`src/rtl/led_pkg.sv`:
```
// Shared definitions for the LED pattern driver: mode encodings, the
// blink-code FSM state type and the gap counter width.
package led_pkg;

   localparam logic [1:0] MODE_OFF   = 2'b00;
   localparam logic [1:0] MODE_ON    = 2'b01;
   localparam logic [1:0] MODE_BLINK = 2'b10;
   localparam logic [1:0] MODE_CODE  = 2'b11;

   // Gap counter is 8 bits so GAP_PERIODS can span 1..255 without wrap.
   localparam int GAP_W = 8;

   typedef enum logic [1:0] {
      IDLE  = 2'd0,
      BLINK = 2'd1,
      GAP   = 2'd2
   } code_st_t;

endpackage

```
`src/rtl/led_code_fsm.sv`:
```
// Per-LED channel: mode decode plus the blink-code sequencer
// (N pulses, GAP_PERIODS dark periods, repeat). Outputs are the
// next-cycle LED level and busy flag; the top registers them.
module led_code_fsm
   import led_pkg::*;
#(
   parameter int CODE_W      = 4,
   parameter int GAP_PERIODS = 3
)(
   input  logic              clk,
   input  logic              rst_n,
   input  logic              tick,
   input  logic              flash_d,
   input  logic [1:0]        mode,
   input  logic [CODE_W-1:0] code,
   output logic              led,
   output logic              busy
);

   localparam logic [GAP_W-1:0] GAP_END = GAP_W'(GAP_PERIODS);

   code_st_t          state, state_nxt;
   logic [CODE_W-1:0] code_lat, code_lat_nxt;
   logic [CODE_W-1:0] blink_cnt, blink_cnt_nxt;
   logic [GAP_W-1:0]  gap_cnt, gap_cnt_nxt;

   // State and counter registers.
   always_ff @(posedge clk or negedge rst_n) begin
      if (!rst_n) begin
         state     <= IDLE;
         code_lat  <= '0;
         blink_cnt <= '0;
         gap_cnt   <= '0;
      end else begin
         state     <= state_nxt;
         code_lat  <= code_lat_nxt;
         blink_cnt <= blink_cnt_nxt;
         gap_cnt   <= gap_cnt_nxt;
      end
   end

   // Next state: advances only on tick; leaving code mode aborts to IDLE at once.
   always_comb begin
      state_nxt     = state;
      code_lat_nxt  = code_lat;
      blink_cnt_nxt = blink_cnt;
      gap_cnt_nxt   = gap_cnt;
      if (mode != MODE_CODE) begin
         state_nxt     = IDLE;
         code_lat_nxt  = '0;
         blink_cnt_nxt = '0;
         gap_cnt_nxt   = '0;
      end else if (tick) begin
         case (state)
            IDLE: begin
               if (code != '0) begin
                  code_lat_nxt  = code;
                  blink_cnt_nxt = CODE_W'(1);
                  state_nxt     = BLINK;
               end
            end
            BLINK: begin
               if (blink_cnt == code_lat) begin
                  gap_cnt_nxt = GAP_W'(1);
                  state_nxt   = GAP;
               end else begin
                  blink_cnt_nxt = blink_cnt + 1'b1;
               end
            end
            GAP: begin
               if (gap_cnt == GAP_END) begin
                  // Burst boundary: the only place besides IDLE where code is re-sampled.
                  if (code == '0) begin
                     state_nxt = IDLE;
                  end else begin
                     code_lat_nxt  = code;
                     blink_cnt_nxt = CODE_W'(1);
                     state_nxt     = BLINK;
                  end
               end else begin
                  gap_cnt_nxt = gap_cnt + 1'b1;
               end
            end
            default: state_nxt = IDLE;
         endcase
      end
   end

   // LED level from mode and current state; busy tracks the state being loaded.
   always_comb begin
      led = 1'b0;
      case (mode)
         MODE_OFF:   led = 1'b0;
         MODE_ON:    led = 1'b1;
         MODE_BLINK: led = flash_d;
         MODE_CODE:  led = (state == BLINK) & flash_d;
         default:    led = 1'b0;
      endcase
      busy = (state_nxt != IDLE);
   end

endmodule

```
`src/rtl/led_pattern_driver.sv`:
```
// LED pattern driver: per-LED off/on/blink/blink-code from a shared
// flashclk phase. All channels share flash_d and tick so blinking stays
// phase-locked. Define LED_INVERT_EN for active-low (sink) LED outputs.
module led_pattern_driver
   import led_pkg::*;
#(
   parameter int NUM_LED     = 4,
   parameter int CODE_W      = 4,
   parameter int GAP_PERIODS = 3
)(
   input  logic                       clk,
   input  logic                       rst_n,
   input  logic                       flashclk,
   input  logic [2*NUM_LED-1:0]       mode,
   input  logic [CODE_W*NUM_LED-1:0]  code,
   output logic [NUM_LED-1:0]         led_out,
   output logic [NUM_LED-1:0]         code_busy
);

`ifdef LED_INVERT_EN
   localparam logic [NUM_LED-1:0] LED_POL = '1;
`else
   localparam logic [NUM_LED-1:0] LED_POL = '0;
`endif

   logic               flash_d;
   logic               tick;
   logic [NUM_LED-1:0] led_c;
   logic [NUM_LED-1:0] busy_c;

   assign tick = flashclk & ~flash_d;

   genvar g;
   generate
      for (g = 0; g < NUM_LED; g++) begin : g_ch
         led_code_fsm #(
            .CODE_W      (CODE_W),
            .GAP_PERIODS (GAP_PERIODS)
         ) u_fsm (
            .clk     (clk),
            .rst_n   (rst_n),
            .tick    (tick),
            .flash_d (flash_d),
            .mode    (mode[2*g +: 2]),
            .code    (code[CODE_W*g +: CODE_W]),
            .led     (led_c[g]),
            .busy    (busy_c[g])
         );
      end
   endgenerate

   // Flash phase delay and output register with optional polarity flip.
   always_ff @(posedge clk or negedge rst_n) begin
      if (!rst_n) begin
         flash_d   <= 1'b0;
         led_out   <= LED_POL;
         code_busy <= '0;
      end else begin
         flash_d   <= flashclk;
         led_out   <= led_c ^ LED_POL;
         code_busy <= busy_c;
      end
   end

endmodule

```
`config.mk`:
```
export PLATFORM = sky130hd
export DESIGN_NAME = led_pattern_driver
export DESIGN_NICKNAME = d
export VERILOG_FILES = /design/src/rtl/led_pkg.sv /design/src/rtl/led_code_fsm.sv /design/src/rtl/led_pattern_driver.sv
export SDC_FILE = /design/constraint.sdc
export NUM_CORES = 1
export LEC_CHECK = 0
export CELL_PAD_IN_SITES_DETAIL_PLACEMENT = 0
export CELL_PAD_IN_SITES_GLOBAL_PLACEMENT = 1
export CORE_ASPECT_RATIO = 0.75
export CORE_UTILIZATION = 40
export DETAILED_ROUTE_END_ITERATION = 7
export PLACE_DENSITY = 0.8
export SYNTH_ARGS = -nofsm -noshare
export SYNTH_HDL_FRONTEND = slang
export SYNTH_HIERARCHICAL = 1
export SYNTH_SLANG_ARGS = --single-unit
export TNS_END_PERCENT = 30
```
`constraint.sdc`:
```
create_clock -name clk -period 2.2 [get_ports clk]
set_clock_uncertainty 0.1 [all_clocks]
set_input_delay 0.44 -clock clk [delete_from_list [all_inputs] [get_ports clk]]
set_output_delay 0.44 -clock clk [all_outputs]
set_load 0.01 [all_outputs]
```
==> metrics.txt <==
# TYPE chip_impl_metric gauge
chip_impl_metric{name="clkLatencyLatePin",unit="ns"} 0.34
chip_impl_info{name="layout.cells.most_common_list",value="dfrtp_1, o21ai_0, nand2_1, a21oi_1, nand3_1"} 1
chip_impl_info{name="critical-path-slowest-cell",value="clkdlybuf4s50_1"} 1
chip_impl_info{name="final_common_cell",value="dfrtp_1"} 1
chip_impl_info{name="cell_chosen_for_the_clock_root",value="clkbuf_16"} 1
chip_impl_metric{name="synthToLayoutAreaGrowth",unit="%"} 21.0
chip_impl_info{name="path_cells",value="clkdlybuf4s50_1 -> nor2b_4 -> buf_12 -> or3b_1 -> o22ai_1 -> o21ai_0"} 1
chip_impl_metric{name="ff2ff_path_depth",unit=""} 5
chip_impl_metric{name="peakVddDrop",unit="mV"} 0.355
chip_impl_metric{name="htreeDepth",unit=""} 3
chip_impl_info{name="combinational_family_with_the_most_area_after_synthesis",value="compound AO/OA/AOI/OAI gates"} 1
chip_impl_metric{name="finish.utilization",unit=""} 0.498
chip_impl_metric{name="postSynthRegisterBits",unit=""} 81
chip_impl_metric{name="avgSynthCellArea",unit="um2"} 9.52
chip_impl_info{name="cp-startpoint",value="flashclk"} 1
chip_impl_info{name="clock_tree_from_tritoncts",value="yes"} 1
chip_impl_metric{name="route.antenna.remaining_nets",unit=""} 0
chip_impl_metric{name="die_y",unit="um"} 96.8
chip_impl_metric{name="cp.arrival",unit="ns"} 2.13
chip_impl_info{name="timing_worst_setup_path_type",value="in -> reg"} 1
chip_impl_metric{name="syn_inst",unit=""} 504
chip_impl_metric{name="mappedNetlistNets",unit=""} 539
chip_impl_info{name="crit_end",value="g_ch[3].u_fsm/blink_cnt[2]$_DFFE_PN0P_"} 1
chip_impl_metric{name="proportion_of_layout_cells_with_a_drive_suffix_above_1",unit=""} 0.139
chip_impl_metric{name="post_cts_resized",unit=""} 0
chip_impl_metric{name="clkSinkCount",unit=""} 81
chip_impl_metric{name="timing.max_cap.violations",unit=""} 0
chip_impl_metric{name="synth_enable_flop_cells",unit=""} 0
chip_impl_metric{name="wire_length_of_the_first_global_routing_pass",unit="mm"} 19.2
chip_impl_metric{name="muxShareOfSynthArea",unit=""} 0
chip_impl_metric{name="drt_iter0_drc",unit=""} 271
chip_impl_metric{name="period_share",unit=""} 0.923
chip_impl_metric{name="synthesis.area",unit="mm2"} 0.00480
chip_impl_metric{name="worst_slew_margin_rel",unit=""} 0.654
chip_impl_metric{name="avgRoutedWirePerCell",unit="um"} 15.3
chip_impl_metric{name="drt-vias-per-instance",unit=""} 5.67
chip_impl_metric{name="rows",unit=""} 34
chip_impl_metric{name="numPortBuffers",unit=""} 34
chip_impl_metric{name="antenna-diode-count",unit=""} 0
chip_impl_metric{name="area_fraction_in_and_or_nand_and_nor_cells_after_synthesis",unit=""} 0.225
chip_impl_metric{name="detail_route.first_pass.iterations",unit=""} 5
chip_impl_metric{name="place.gp.congestion",unit=""} 0.827
chip_impl_metric{name="ioPinCount",unit=""} 35
chip_impl_metric{name="remaining_drc_errors",unit=""} 0
chip_impl_metric{name="synth.yosys.seq_area_share",unit=""} 0.423
chip_impl_metric{name="first_global_vias",unit=""} 3900
chip_impl_metric{name="numCtsBuffers",unit=""} 9
chip_impl_metric{name="maxClockFrequency",unit="MHz"} 492
chip_impl_info{name="postSynth.topFlopCell",value="dfrtp_1"} 1
chip_impl_metric{name="initial_utilization",unit=""} 0.412
chip_impl_metric{name="dpl_cell_area",unit="mm2"} 0.00547
chip_impl_info{name="worstSetupEndpointType",value="flip-flop"} 1
chip_impl_info{name="worst_setup_sp_type",value="primary input"} 1
chip_impl_metric{name="die-width",unit="um"} 128
chip_impl_metric{name="fin_crit",unit="ns"} 2.03
chip_impl_metric{name="design_area",unit="mm2"} 0.00581
chip_impl_metric{name="synth-xor-area-share",unit=""} 0.0292
chip_impl_metric{name="critical_path_required",unit="ns"} 2.30
chip_impl_metric{name="dp_hpwl",unit="mm"} 8.07
chip_impl_info{name="worstHoldStart",value="g_ch[1].u_fsm/gap_cnt[0]$_DFFE_PN0P_"} 1
chip_impl_metric{name="maximum_buffer_depth_of_the_clock_tree",unit=""} 2
chip_impl_metric{name="synth_compound_area_frac",unit=""} 0.269
chip_impl_info{name="hold_class",value="reg -> reg"} 1
chip_impl_metric{name="yosysWarnings",unit=""} 6
chip_impl_metric{name="power_per_cell_area",unit="mW/mm2"} 594
chip_impl_metric{name="die_area",unit="mm2"} 0.0124
chip_impl_metric{name="worst_setup_hold_path_clk_slew",unit="ns"} 0.06
chip_impl_info{name="outcome",value="completed"} 1
chip_impl_metric{name="leakagePower",unit="uW"} 0.00229
chip_impl_metric{name="grt_start_max_net_pins",unit=""} 32
chip_impl_info{name="reg2reg_to",value="g_ch[3].u_fsm/blink_cnt[2]$_DFFE_PN0P_"} 1
chip_impl_metric{name="asyncSetResetFlopFracSynth",unit=""} 1.00
chip_impl_metric{name="globalRouteTotalUtil",unit=""} 0.192
chip_impl_info{name="r2r-start",value="flash_d$_DFF_PN0_"} 1
chip_impl_metric{name="reg2reg_slack",unit="ns"} 0.26
chip_impl_metric{name="sum_of_overflow_across_all_layers_after_global_routing",unit=""} 0
chip_impl_metric{name="seq_area",unit="mm2"} 0.00203
chip_impl_metric{name="post_cts_buffers",unit=""} 0
chip_impl_metric{name="multi_input_comb_area",unit="mm2"} 0.00261
chip_impl_metric{name="finish.net_count",unit=""} 600
chip_impl_metric{name="timing.final.hold_violations",unit=""} 0
chip_impl_metric{name="synthAdderAreaFrac",unit=""} 0.0209
chip_impl_metric{name="fin_tns_setup",unit="ns"} 0
chip_impl_metric{name="critPathMaxStageDelay",unit="ns"} 0.48
chip_impl_metric{name="setup_viol",unit=""} 0
chip_impl_metric{name="route.vias.total",unit=""} 4150
chip_impl_metric{name="final.fill_count",unit=""} 1079
chip_impl_metric{name="worst_pin_slew",unit="ns"} 0.519
chip_impl_metric{name="report.final.slew_viol_count",unit=""} 0
chip_impl_metric{name="synthDistinctLibCells",unit=""} 59
chip_impl_metric{name="coreArea",unit="mm2"} 0.0117
chip_impl_metric{name="crit_path_max_fanout",unit=""} 16
chip_impl_metric{name="routed_wirelength",unit="mm"} 11.2
chip_impl_info{name="grt_setup_unrepaired",value="no"} 1
chip_impl_metric{name="grt_antenna_before_repair",unit=""} 0
==> worst min-delay path by stage <==
stage / to / slack [ns] / cells after the start
after floorplan: code_busy[0]$_DFF_PN0_ / 0.04 / 0
after global placement: g_ch[3].u_fsm/gap_cnt[7]$_DFFE_PN0P_ / 0.31 / 1
final: g_ch[1].u_fsm/gap_cnt[0]$_DFFE_PN0P_ / 0.45 / 1
after detailed placement: g_ch[3].u_fsm/gap_cnt[7]$_DFFE_PN0P_ / 0.32 / 1
after global routing: g_ch[0].u_fsm/gap_cnt[0]$_DFFE_PN0P_ / 0.47 / 1
after CTS: g_ch[1].u_fsm/gap_cnt[0]$_DFFE_PN0P_ / 0.45 / 1
==> where the power goes <==
part           internal (uW)  leakage (uW)  switching (uW)
combinational            133       0.00101             163
sequential              1510       0.00112            20.7
clock                   1020      0.000159             600
total                   2670       0.00229             784
==> timing repair <==
item,CTS,global route
endpoints found under the setup margin,0,0
hold buffers,1,0
hold endpoints to repair,28,0
==> synth_stat cells (4+ instances only) <==
| cell type | n | share of area |
|---|---|---|
| nand3b_1 | 13 | 0.020 |
| nor4b_4 | 4 | 0.020 |
| o21ai_0 | 58 | 0.061 |
| inv_1 | 15 | 0.012 |
| nor2_1 | 19 | 0.015 |
| a211oi_1 | 7 | 0.011 |
| a21oi_1 | 42 | 0.044 |
| dfrtp_1 | 81 | 0.42 |
| o211ai_1 | 9 | 0.014 |
| a311oi_1 | 4 | 0.0073 |
| nor4b_1 | 4 | 0.0073 |
| a31oi_1 | 11 | 0.014 |
| ha_1 | 8 | 0.021 |
| nor3_1 | 7 | 0.0073 |
| o21a_1 | 12 | 0.019 |
| nor2b_1 | 5 | 0.0065 |
| o31ai_1 | 7 | 0.011 |
| nor4_1 | 7 | 0.0091 |
| nor3_2 | 4 | 0.0083 |
| nand3_1 | 35 | 0.037 |
| o31a_1 | 7 | 0.013 |
| nand2_1 | 52 | 0.041 |
| and4_1 | 4 | 0.0073 |
| o22ai_1 | 4 | 0.0052 |
| clkbuf_1 | 5 | 0.0039 |
| xor2_1 | 4 | 0.0073 |
| and2_1 | 4 | 0.0052 |
| xnor2_1 | 12 | 0.022 |
==> final cells by class <==
cell class	instances	share of cell area
flip-flops and latches	81	0.349
multi-input cells	393	0.450
repair buffers	65	0.101
well taps	162	0.0349
inverters	15	0.00970
clock buffers	11	0.0418
clock inverters	5	0.0136
==> sequential cells by signal, summed over array words and instances, names as in the netlist <==
| signal | flops |
|---|---|
| g_ch.u_fsm/gap_cnt | 32 |
| code_busy | 4 |
| flash_d | 1 |
| g_ch.u_fsm/code_lat | 16 |
| g_ch.u_fsm/state | 8 |
| led_out | 4 |
| g_ch.u_fsm/blink_cnt | 16 |
==> critical path: cells and delay by family <==
kind / cells / cell delay (ns)
AOI/OAI and AO/OA: 2 / 0.46
buffers and inverters: 2 / 0.63
and+or+nand+nor: 2 / 0.60
==> kinds of logic after synthesis <==
group / Yosys count
compound gates: 191
xor+xnor: 16
fa+ha+maj: 8
buf+inv: 30
flops: 81
simple gates: 178
==> metal layers <==
layer,GRT usage,routed length [um],vias to the layer above
li1,-,-,2043
met1,0.284,5790,2017
met2,0.281,4910,82
met3,0.0514,441,8
met4,0.0335,97,0
met5,0,0,-
==> metrics by stage <==
stage          total power, uW  worst slack (ns)  cells  hold slack (ns)
6_report                  3450             0.169    732            0.446
5_1_grt                   3580             0.115    732            0.473
4_1_cts                   3490             0.183    732            0.450
3_5_place_dp              1860            -0.154    715            0.315
3_3_place_gp              1850           -0.0868    715            0.313
2_1_floorplan             1700             0.223    504           0.0444
(Power assumes the default switching activity.)
